--- config.mk ---
export PLATFORM = sky130hd
export DESIGN_NAME = decode_stage
export DESIGN_NICKNAME = d
export VERILOG_FILES = /design/src/rtl/decode_stage.sv
export SDC_FILE = /design/constraint.sdc
export NUM_CORES = 1
export LEC_CHECK = 0
export BUFFER_PORTS_ARGS = -buffer_cell sky130_fd_sc_hd__buf_2
export CORE_MARGIN = 4
export CORE_UTILIZATION = 28
export CTS_BUF_LIST = sky130_fd_sc_hd__clkbuf_8
export CTS_CLUSTER_DIAMETER = 40
export DETAILED_ROUTE_END_ITERATION = 12
export GPL_ROUTABILITY_DRIVEN = 0
export GPL_TIMING_DRIVEN = 0
export HOLD_SLACK_MARGIN = 0.02
export PLACE_DENSITY_LB_ADDON = 0.12
export SETUP_SLACK_MARGIN = 0.4
export SYNTH_ARGS = -nofsm -noshare
export SYNTH_HDL_FRONTEND = slang
export SYNTH_SLANG_ARGS = --single-unit
--- constraint.sdc ---
create_clock -name clk -period 3.05 [get_ports clk]
set_clock_uncertainty 0.15 [all_clocks]
set_input_delay 0.4575 -clock clk [delete_from_list [all_inputs] [get_ports clk]]
set_output_delay 0.4575 -clock clk [all_outputs]
set_load 0.005 [all_outputs]
--- src/rtl/decode_stage.sv ---
// decode_pkg: immediate-format encoding, decoded payload and RV32 immediate expanders.
// decode_stage: RV32 decode pipeline stage with a 1-entry skid buffer between fetch and execute.
//   clk, rst (sync, active-high), flush   : clock, reset, redirect discard
//   if_valid/if_ready/if_inst/if_pc       : fetch-side handshake and payload
//   id_valid/id_ready/id_pc/id_inst       : execute-side handshake and payload
//   id_imm/id_imm_type/id_illegal         : expanded immediate, its format, unsupported flag
//   id_rs1/id_rs2/id_rd                   : register fields of the held instruction
package decode_pkg;
    localparam int unsigned INST_WIDTH = 32;

    typedef enum logic [2:0] {
        IMM_NONE = 3'd0,
        IMM_I    = 3'd1,
        IMM_S    = 3'd2,
        IMM_B    = 3'd3,
        IMM_U    = 3'd4,
        IMM_J    = 3'd5,
        IMM_Z    = 3'd6
    } imm_type_e;

    typedef struct packed {
        logic [INST_WIDTH-1:0] inst;
        logic [INST_WIDTH-1:0] imm;
        imm_type_e             imm_type;
        logic                  illegal;
    } dec_t;

    function automatic logic [31:0] decode_i_immed(input logic [31:0] inst);
        return {{20{inst[31]}}, inst[31:20]};
    endfunction

    function automatic logic [31:0] decode_s_immed(input logic [31:0] inst);
        return {{20{inst[31]}}, inst[31:25], inst[11:7]};
    endfunction

    function automatic logic [31:0] decode_b_immed(input logic [31:0] inst);
        return {{19{inst[31]}}, inst[31], inst[7], inst[30:25], inst[11:8], 1'b0};
    endfunction

    function automatic logic [31:0] decode_u_immed(input logic [31:0] inst);
        return {inst[31:12], 12'b0};
    endfunction

    function automatic logic [31:0] decode_j_immed(input logic [31:0] inst);
        return {{11{inst[31]}}, inst[31], inst[19:12], inst[20], inst[30:21], 1'b0};
    endfunction

    // CSR immediate form: zimm in [16:12], csr address in [11:0]
    function automatic logic [31:0] decode_z_immed(input logic [31:0] inst);
        return {15'b0, inst[19:15], inst[31:20]};
    endfunction
endpackage

module decode_stage
    import decode_pkg::*;
#(
    parameter int unsigned ADDR_WIDTH = 32
) (
    input  logic                  clk,
    input  logic                  rst,
    input  logic                  flush,
    input  logic                  if_valid,
    output logic                  if_ready,
    input  logic [31:0]           if_inst,
    input  logic [ADDR_WIDTH-1:0] if_pc,
    output logic                  id_valid,
    input  logic                  id_ready,
    output logic [ADDR_WIDTH-1:0] id_pc,
    output logic [31:0]           id_inst,
    output logic [31:0]           id_imm,
    output logic [2:0]            id_imm_type,
    output logic [4:0]            id_rs1,
    output logic [4:0]            id_rs2,
    output logic [4:0]            id_rd,
    output logic                  id_illegal
);

    imm_type_e             imm_type_c;
    logic                  illegal_c;
    dec_t                  dec_c;
    logic                  accept_c;

    logic                  out_valid_q, out_valid_d;
    logic [ADDR_WIDTH-1:0] out_pc_q,    out_pc_d;
    dec_t                  out_dec_q,   out_dec_d;
    logic                  skid_valid_q, skid_valid_d;
    logic [ADDR_WIDTH-1:0] skid_pc_q,    skid_pc_d;
    dec_t                  skid_dec_q,   skid_dec_d;

    // Opcode classification; inst[1:0] is part of the opcode, so non-11 encodings fall to default
    always_comb begin
        imm_type_c = IMM_NONE;
        illegal_c  = 1'b0;
        case (if_inst[6:0])
            7'b0110111, 7'b0010111:                         imm_type_c = IMM_U;
            7'b1101111:                                     imm_type_c = IMM_J;
            7'b1100111, 7'b0000011, 7'b0010011, 7'b0001111: imm_type_c = IMM_I;
            7'b0100011:                                     imm_type_c = IMM_S;
            7'b1100011:                                     imm_type_c = IMM_B;
            7'b0110011:                                     imm_type_c = IMM_NONE;
            7'b1110011: imm_type_c = if_inst[14] ? IMM_Z : IMM_I;
            default:                                        illegal_c  = 1'b1;
        endcase
    end

    // Immediate expansion for the classified format
    always_comb begin
        dec_c          = '0;
        dec_c.inst     = if_inst;
        dec_c.imm_type = imm_type_c;
        dec_c.illegal  = illegal_c;
        case (imm_type_c)
            IMM_I:   dec_c.imm = decode_i_immed(if_inst);
            IMM_S:   dec_c.imm = decode_s_immed(if_inst);
            IMM_B:   dec_c.imm = decode_b_immed(if_inst);
            IMM_U:   dec_c.imm = decode_u_immed(if_inst);
            IMM_J:   dec_c.imm = decode_j_immed(if_inst);
            IMM_Z:   dec_c.imm = decode_z_immed(if_inst);
            default: dec_c.imm = 32'h0;
        endcase
    end

    // Ready depends only on skid occupancy, never on id_ready
    assign if_ready = !skid_valid_q && !flush && !rst;
    assign accept_c = if_valid && if_ready;

    // Out/skid next state: skid drains first so ordering stays FIFO
    always_comb begin
        out_valid_d  = out_valid_q;
        out_pc_d     = out_pc_q;
        out_dec_d    = out_dec_q;
        skid_valid_d = skid_valid_q;
        skid_pc_d    = skid_pc_q;
        skid_dec_d   = skid_dec_q;
        if (flush) begin
            out_valid_d  = 1'b0;
            skid_valid_d = 1'b0;
        end else if (!out_valid_q || id_ready) begin
            if (skid_valid_q) begin
                out_valid_d  = 1'b1;
                out_pc_d     = skid_pc_q;
                out_dec_d    = skid_dec_q;
                skid_valid_d = 1'b0;
            end else if (accept_c) begin
                out_valid_d = 1'b1;
                out_pc_d    = if_pc;
                out_dec_d   = dec_c;
            end else begin
                out_valid_d = 1'b0;
            end
        end else if (accept_c) begin
            skid_valid_d = 1'b1;
            skid_pc_d    = if_pc;
            skid_dec_d   = dec_c;
        end
    end

    // State registers
    always_ff @(posedge clk) begin
        if (rst) begin
            out_valid_q  <= 1'b0;
            out_pc_q     <= '0;
            out_dec_q    <= '0;
            skid_valid_q <= 1'b0;
            skid_pc_q    <= '0;
            skid_dec_q   <= '0;
        end else begin
            out_valid_q  <= out_valid_d;
            out_pc_q     <= out_pc_d;
            out_dec_q    <= out_dec_d;
            skid_valid_q <= skid_valid_d;
            skid_pc_q    <= skid_pc_d;
            skid_dec_q   <= skid_dec_d;
        end
    end

    assign id_valid    = out_valid_q;
    assign id_pc       = out_pc_q;
    assign id_inst     = out_dec_q.inst;
    assign id_imm      = out_dec_q.imm;
    assign id_imm_type = out_dec_q.imm_type;
    assign id_illegal  = out_dec_q.illegal;
    assign id_rs1      = out_dec_q.inst[19:15];
    assign id_rs2      = out_dec_q.inst[24:20];
    assign id_rd       = out_dec_q.inst[11:7];

endmodule

* After elaboration in Yosys (flattened, before gate mapping) *
Index checks and enable logic that the tools add are counted.

storage, ports and cells
  logic and storage cells = 57
  bits in latches = 0
  bits in read-only memories = 0
  output and inout bits = 117
  input port bits = 69
  register bits = 202
  memories = 0
  bits in writable memories = 0

operators by class
  $mul = 0
  $add $sub $neg = 0
  equality and inequality tests = 17
  reduce and logical (&&, ||, !) cells = 16
  muxes and demuxes = 10
  order comparisons = 0
  shifts and indexed selects = 0
  bitwise operators = 2
  divide/modulo/power cells = 0

operators by type and width
  kind                number
  $pmux 32 s6         1
  $mux 68             2
  $mux 32             2
  $eq 7x7->1 const B  4
  $eq 7x6->1 const B  3
  $pmux 3 s6          1
  $eq 7x5->1 const B  2
  $reduce_or 11->1    1
  $eq 3x3->1 const B  3
  $eq 7x2->1 const B  1
  $eq 7x4->1 const B  1
  $eq 3x2->1 const B  2
  $reduce_and 3->1    2
  $logic_not 1->1     4
  $reduce_or 2->1     2
  $reduce_or 4->1     1
  $eq 3x1->1 const B  1
  $logic_and 1x1->1   3
  $mux 1              3
  $mux 3              1
  $reduce_or 3->1     1
  $not 1->1           2
  $reduce_bool 2->1   1
  $logic_or 1x1->1    1

* Logic depth before layout (Yosys ltp) *
  word-level depth = 7
  gate-level depth with buffers = 9
  mapped depth without buffers = 6

* Worst setup path after synthesis *
OpenSTA, ideal clock, no wires.

  path type = input-to-reg
  start = in if_inst[5]
  end = reg out_dec_q, in the netlist id_imm[22]
  data required time = 2.816 ns
  path slack = 0.572 ns
  cell stages on the path = 9
  arrival time = 2.244 ns
  setup time = 0.084 ns
  cells stage by stage = buf_2 -> or3b_1 -> a211o_1 -> and3_4 -> buf_6 -> o311ai_4 -> buf_6 -> a21oi_2 -> o31ai_2

between the ends
  longest elaborated chain between the ends = 7

ends and longest elaborated chain
  what                                                RTL line  source
  start, declared                                     64        input logic [31:0] if_inst,
  $eq 7x7->1 (tied with other cells)                  94        case (if_inst[6:0])
  $reduce_or 4->1 or $reduce_or 2->1 (tied branches)  n/a
  $pmux 3 s6 (*)                                      94
  $eq 3x3->1 (tied with other cells)                  112       case (imm_type_c)
  $pmux 32 s6 (*)                                     112
  $mux 68 (*)                                         144       end else if (accept_c) begin
  $mux 68 (*)                                         139       if (skid_valid_q) begin
  end signal, assigned                                170       out_dec_q <= out_dec_d;
  end, declared                                       85        dec_t out_dec_q, out_dec_d;

Mark *: on every way between the ends. The rest lies on a longest branch, timed or not. The select of a mux whose other input is x is not followed.
A chain may end at the register's enable or synchronous reset.

* Worst setup path in the final report *
  start = in if_inst[6]
  end = reg out_dec_q, in the netlist id_imm[14]

The elaborated chain is that of the path after synthesis.

==> results.sh <==
export IMPL_outcome="completed"
export IMPL_critPathTopFamily="simple AND/OR/NAND/NOR gates"
export IMPL_syn_nets=1078
export IMPL_power_mw=6.15
export IMPL_fin_nets=1333
export IMPL_post_dp_hpwl_um=21400
export IMPL_regToRegSetupSlack_ps=600
export IMPL_yosysWarnings=0
export IMPL_synth_cell_types=51
export IMPL_overflow=0
export IMPL_relSlewSlack_pct=35.0
export IMPL_place_ws_ps=-503
export IMPL_reg2reg_depth=6
export IMPL_pin_count=186
export IMPL_track_usage_pct=17.4
export IMPL_setup_viol=0
export IMPL_mostFrequentLayoutCell="dfxtp_1"
export IMPL_synth_edf_count=0
export IMPL_min_from="if_pc[23]"
export IMPL_antenna_found_initial=1
export IMPL_drt_initial_drc_count=391
export IMPL_netSwitchingFraction_pct=25.1
export IMPL_synth_flop_cell="dfxtp_1"
export IMPL_ir_worst_vdd_v=0.000221
export IMPL_die_area_sq_um=33500
export IMPL_dpl_cell_area_sq_um=9960
export IMPL_numCtsBuffers=42
export IMPL_synth_largest_area_cell="dfxtp_1"
export IMPL_cts_sinks=202
export IMPL_antenna_cells=0
export IMPL_area_growth_pct=30.4
export IMPL_drc=0
export IMPL_start_util_pct=28.6
export IMPL_cts_max_level=2
export IMPL_hold_path_cell_count=3
export IMPL_fin_ws_ps=501
export IMPL_worst_slew_pin_slew_ps=972
export IMPL_max_cap_violations=0
export IMPL_cp_required_ps=3370
export IMPL_syn_inst=1009
export IMPL_ys_seq_area_share_pct=47.2
export IMPL_slowest_delay_ps=810
export IMPL_finalCriticalPeriod_ps=2550
export IMPL_synth_cell_area_sq_um=8570
export IMPL_cp_max_fo=10
export IMPL_timing_rr_end="skid_pc_q[23]"
export IMPL_pwr_share_seq_pct=44.5
export IMPL_drv_slew=0
export IMPL_worstPathCellList="buf_2 > nand2b_1 > nor4b_2 > or2_2 > buf_2 > o21ai_0 > a311oi_1 > a21o_1"
export IMPL_timing_rr_start="id_valid"
export IMPL_hold_path_class="input pin to flip-flop"
export IMPL_std_cell_rows=63
export IMPL_die_w_um=183
export IMPL_period_share_pct=83.6
export IMPL_internal_power_mw=4.61
export IMPL_fp_coreArea_sq_um=30000
export IMPL_min_to="skid_pc_q[23]"
export IMPL_pwr_share_comb_pct=8.5
export IMPL_critPathBufInv=2
export IMPL_wl_per_cell_um=17.9
export IMPL_fmax_mhz=392
export IMPL_stdcell_area_sq_um=11200
export IMPL_clkTransAtPathRegs_ps=60
export IMPL_rsz0062_at_grt="false"
export IMPL_critPathSlowestCell="nor4b_2"
export IMPL_powerDensity_nw_per_um2=550
export IMPL_grt_pass1_vias=7970
export IMPL_synth_top_area_share_pct=47.2
export IMPL_path_common_cell="buf_2"
export IMPL_critPathArrivalTime_ps=2860
export IMPL_vias=8153
export IMPL_startpoint_type="input pin"
export IMPL_synth_seq_cells=202
export IMPL_routed_wl_um=30100
export IMPL_synthArstFlopShare_pct=0
export IMPL_post_cts_buffers=0
export IMPL_avgSynthCellArea_sq_um=8.49
export IMPL_root_buffer="clkbuf_8"
export IMPL_route_antenna_remaining_nets=0
export IMPL_firstDrtPassIters=5
export IMPL_critPathKind="input pin to flip-flop"
export IMPL_power_share_clock_pct=47.0
export IMPL_vias_per_cell=4.84
export IMPL_finalHoldViolations=0
export IMPL_grt_first_pass_wirelength_um=46400
export IMPL_grt_max_degree=11
export IMPL_layout_common_cells="202 x dfxtp_1, 188 x buf_2, 177 x nand2_1"
export IMPL_net_switching_power_mw=1.55
export IMPL_clock_latency_ps=540
export IMPL_drive_above_1_share_pct=23.9
export IMPL_synthTopCellsByArea="dfxtp_1 47%, nand2_1 7.8%, mux2i_1 7.6%"
export IMPL_clock_path_buffers=3
export IMPL_cts_tree="built"
export IMPL_portBuffers=179
export IMPL_dieHeight_um=183
export IMPL_endpoint_kind="flip-flop"
export IMPL_leakagePower_nw=4.36
worst max-delay path by stage:
| stage | slack [ps] | from | end | depth (start not counted) |
|---|---|---|---|---|
| final | 500 | if_inst[6] | id_imm[14] | 8 |
| after global routing | 410 | id_valid | id_imm[20] | 6 |
| after CTS | 380 | skid_valid_q | id_imm[22] | 7 |
| after detailed placement | -500 | rst | id_illegal | 8 |
| after global placement | -1030 | rst | id_imm_type[2] | 8 |
| after floorplan | 570 | if_inst[5] | id_imm[22] | 9 |
layer usage:
layer,GRT usage [%],up-vias,wire [um]
li1,-,4055,-
met1,24.1,3824,14100
met2,27.9,224,13700
met3,3.59,48,1650
met4,4.53,2,591
met5,0,-,13
worst register-to-register path: stages, from the launching register on:
cell	delay [ps]
dfxtp_1	310
nor2b_1	460
nand3_1	500
clkbuf_2	380
clkbuf_1	290
nand2_1	130
a21oi_1	70
cell usage after synthesis (3+ instances only):
master	number
a21oi_2	10
dfxtp_1	202
a22oi_1	4
a21o_1	4
buf_2	9
buf_1	3
inv_1	3
or3_1	3
nor2_1	84
nand2b_1	12
a221oi_1	6
a211oi_1	66
nand2_1	177
clkbuf_1	74
buf_6	3
o31ai_1	4
a22o_1	5
a21oi_1	127
mux2i_1	65
o31ai_2	10
a32o_1	7
and2_1	3
nand3_1	15
buf_4	16
o21ai_0	54
nor3_1	11
a2bb2oi_1	4
state kept, by name, summed over array words and instances (netlist names):
register and cells:
id_imm 32, id_imm_type 3, id_pc 32, skid_dec_q 68
id_valid 1, skid_valid_q 1, skid_pc_q 32, id_inst 32
id_illegal 1
power by group through the flow:
stage / sequential, mW / clock (mW) / combinational [mW]
3_3_place_gp: 2.79 / 0 / 0.495
5_1_grt: 2.74 / 3.10 / 0.580
4_1_cts: 2.74 / 2.99 / 0.531
2_1_floorplan: 2.79 / 0 / 0.246
6_report: 2.74 / 2.89 / 0.523
3_5_place_dp: 2.79 / 0 / 0.495
kinds of logic after synthesis:
kind of cell / synth area share, %
mux: 7.59
xor+xnor: 0.102
simple gates: 15.4
flops: 47.2
compound gates: 23.8
buf+inv: 5.87
area by class of cell:
class	instances	area [sq um]
plain buffers	105	507
clock buffers	55	757
clock inverters	18	106
fillers	3204	18800
inverters	4	15.0
multi-input cells	698	4040
flip-flops and latches	202	4040
well taps	390	488
repair buffers	211	1220
repair_timing:
action / CTS / global route
endpoints found under the hold margin: 33 / 0
hold buffers: 32 / 0
setup endpoints to repair: 122 / 71
resized for setup: 10 / 11
per-stage QoR:
| stage | util (%) | cells | setup TNS (ps) | hold WS, ps |
|---|---|---|---|---|
| 2_1_floorplan | - | 1009 | 0 | 282 |
| 3_3_place_gp | 33.2 | 1578 | -73630 | 288 |
| 3_5_place_dp | 33.2 | 1578 | -24250 | 289 |
| 4_1_cts | 37.3 | 1683 | 0 | 27.8 |
| 5_1_grt | 37.3 | 1683 | 0 | 34.4 |
| 6_report | 37.3 | 1683 | 0 | 56.3 |
No activity file was read; power rests on OpenSTA's default activity.
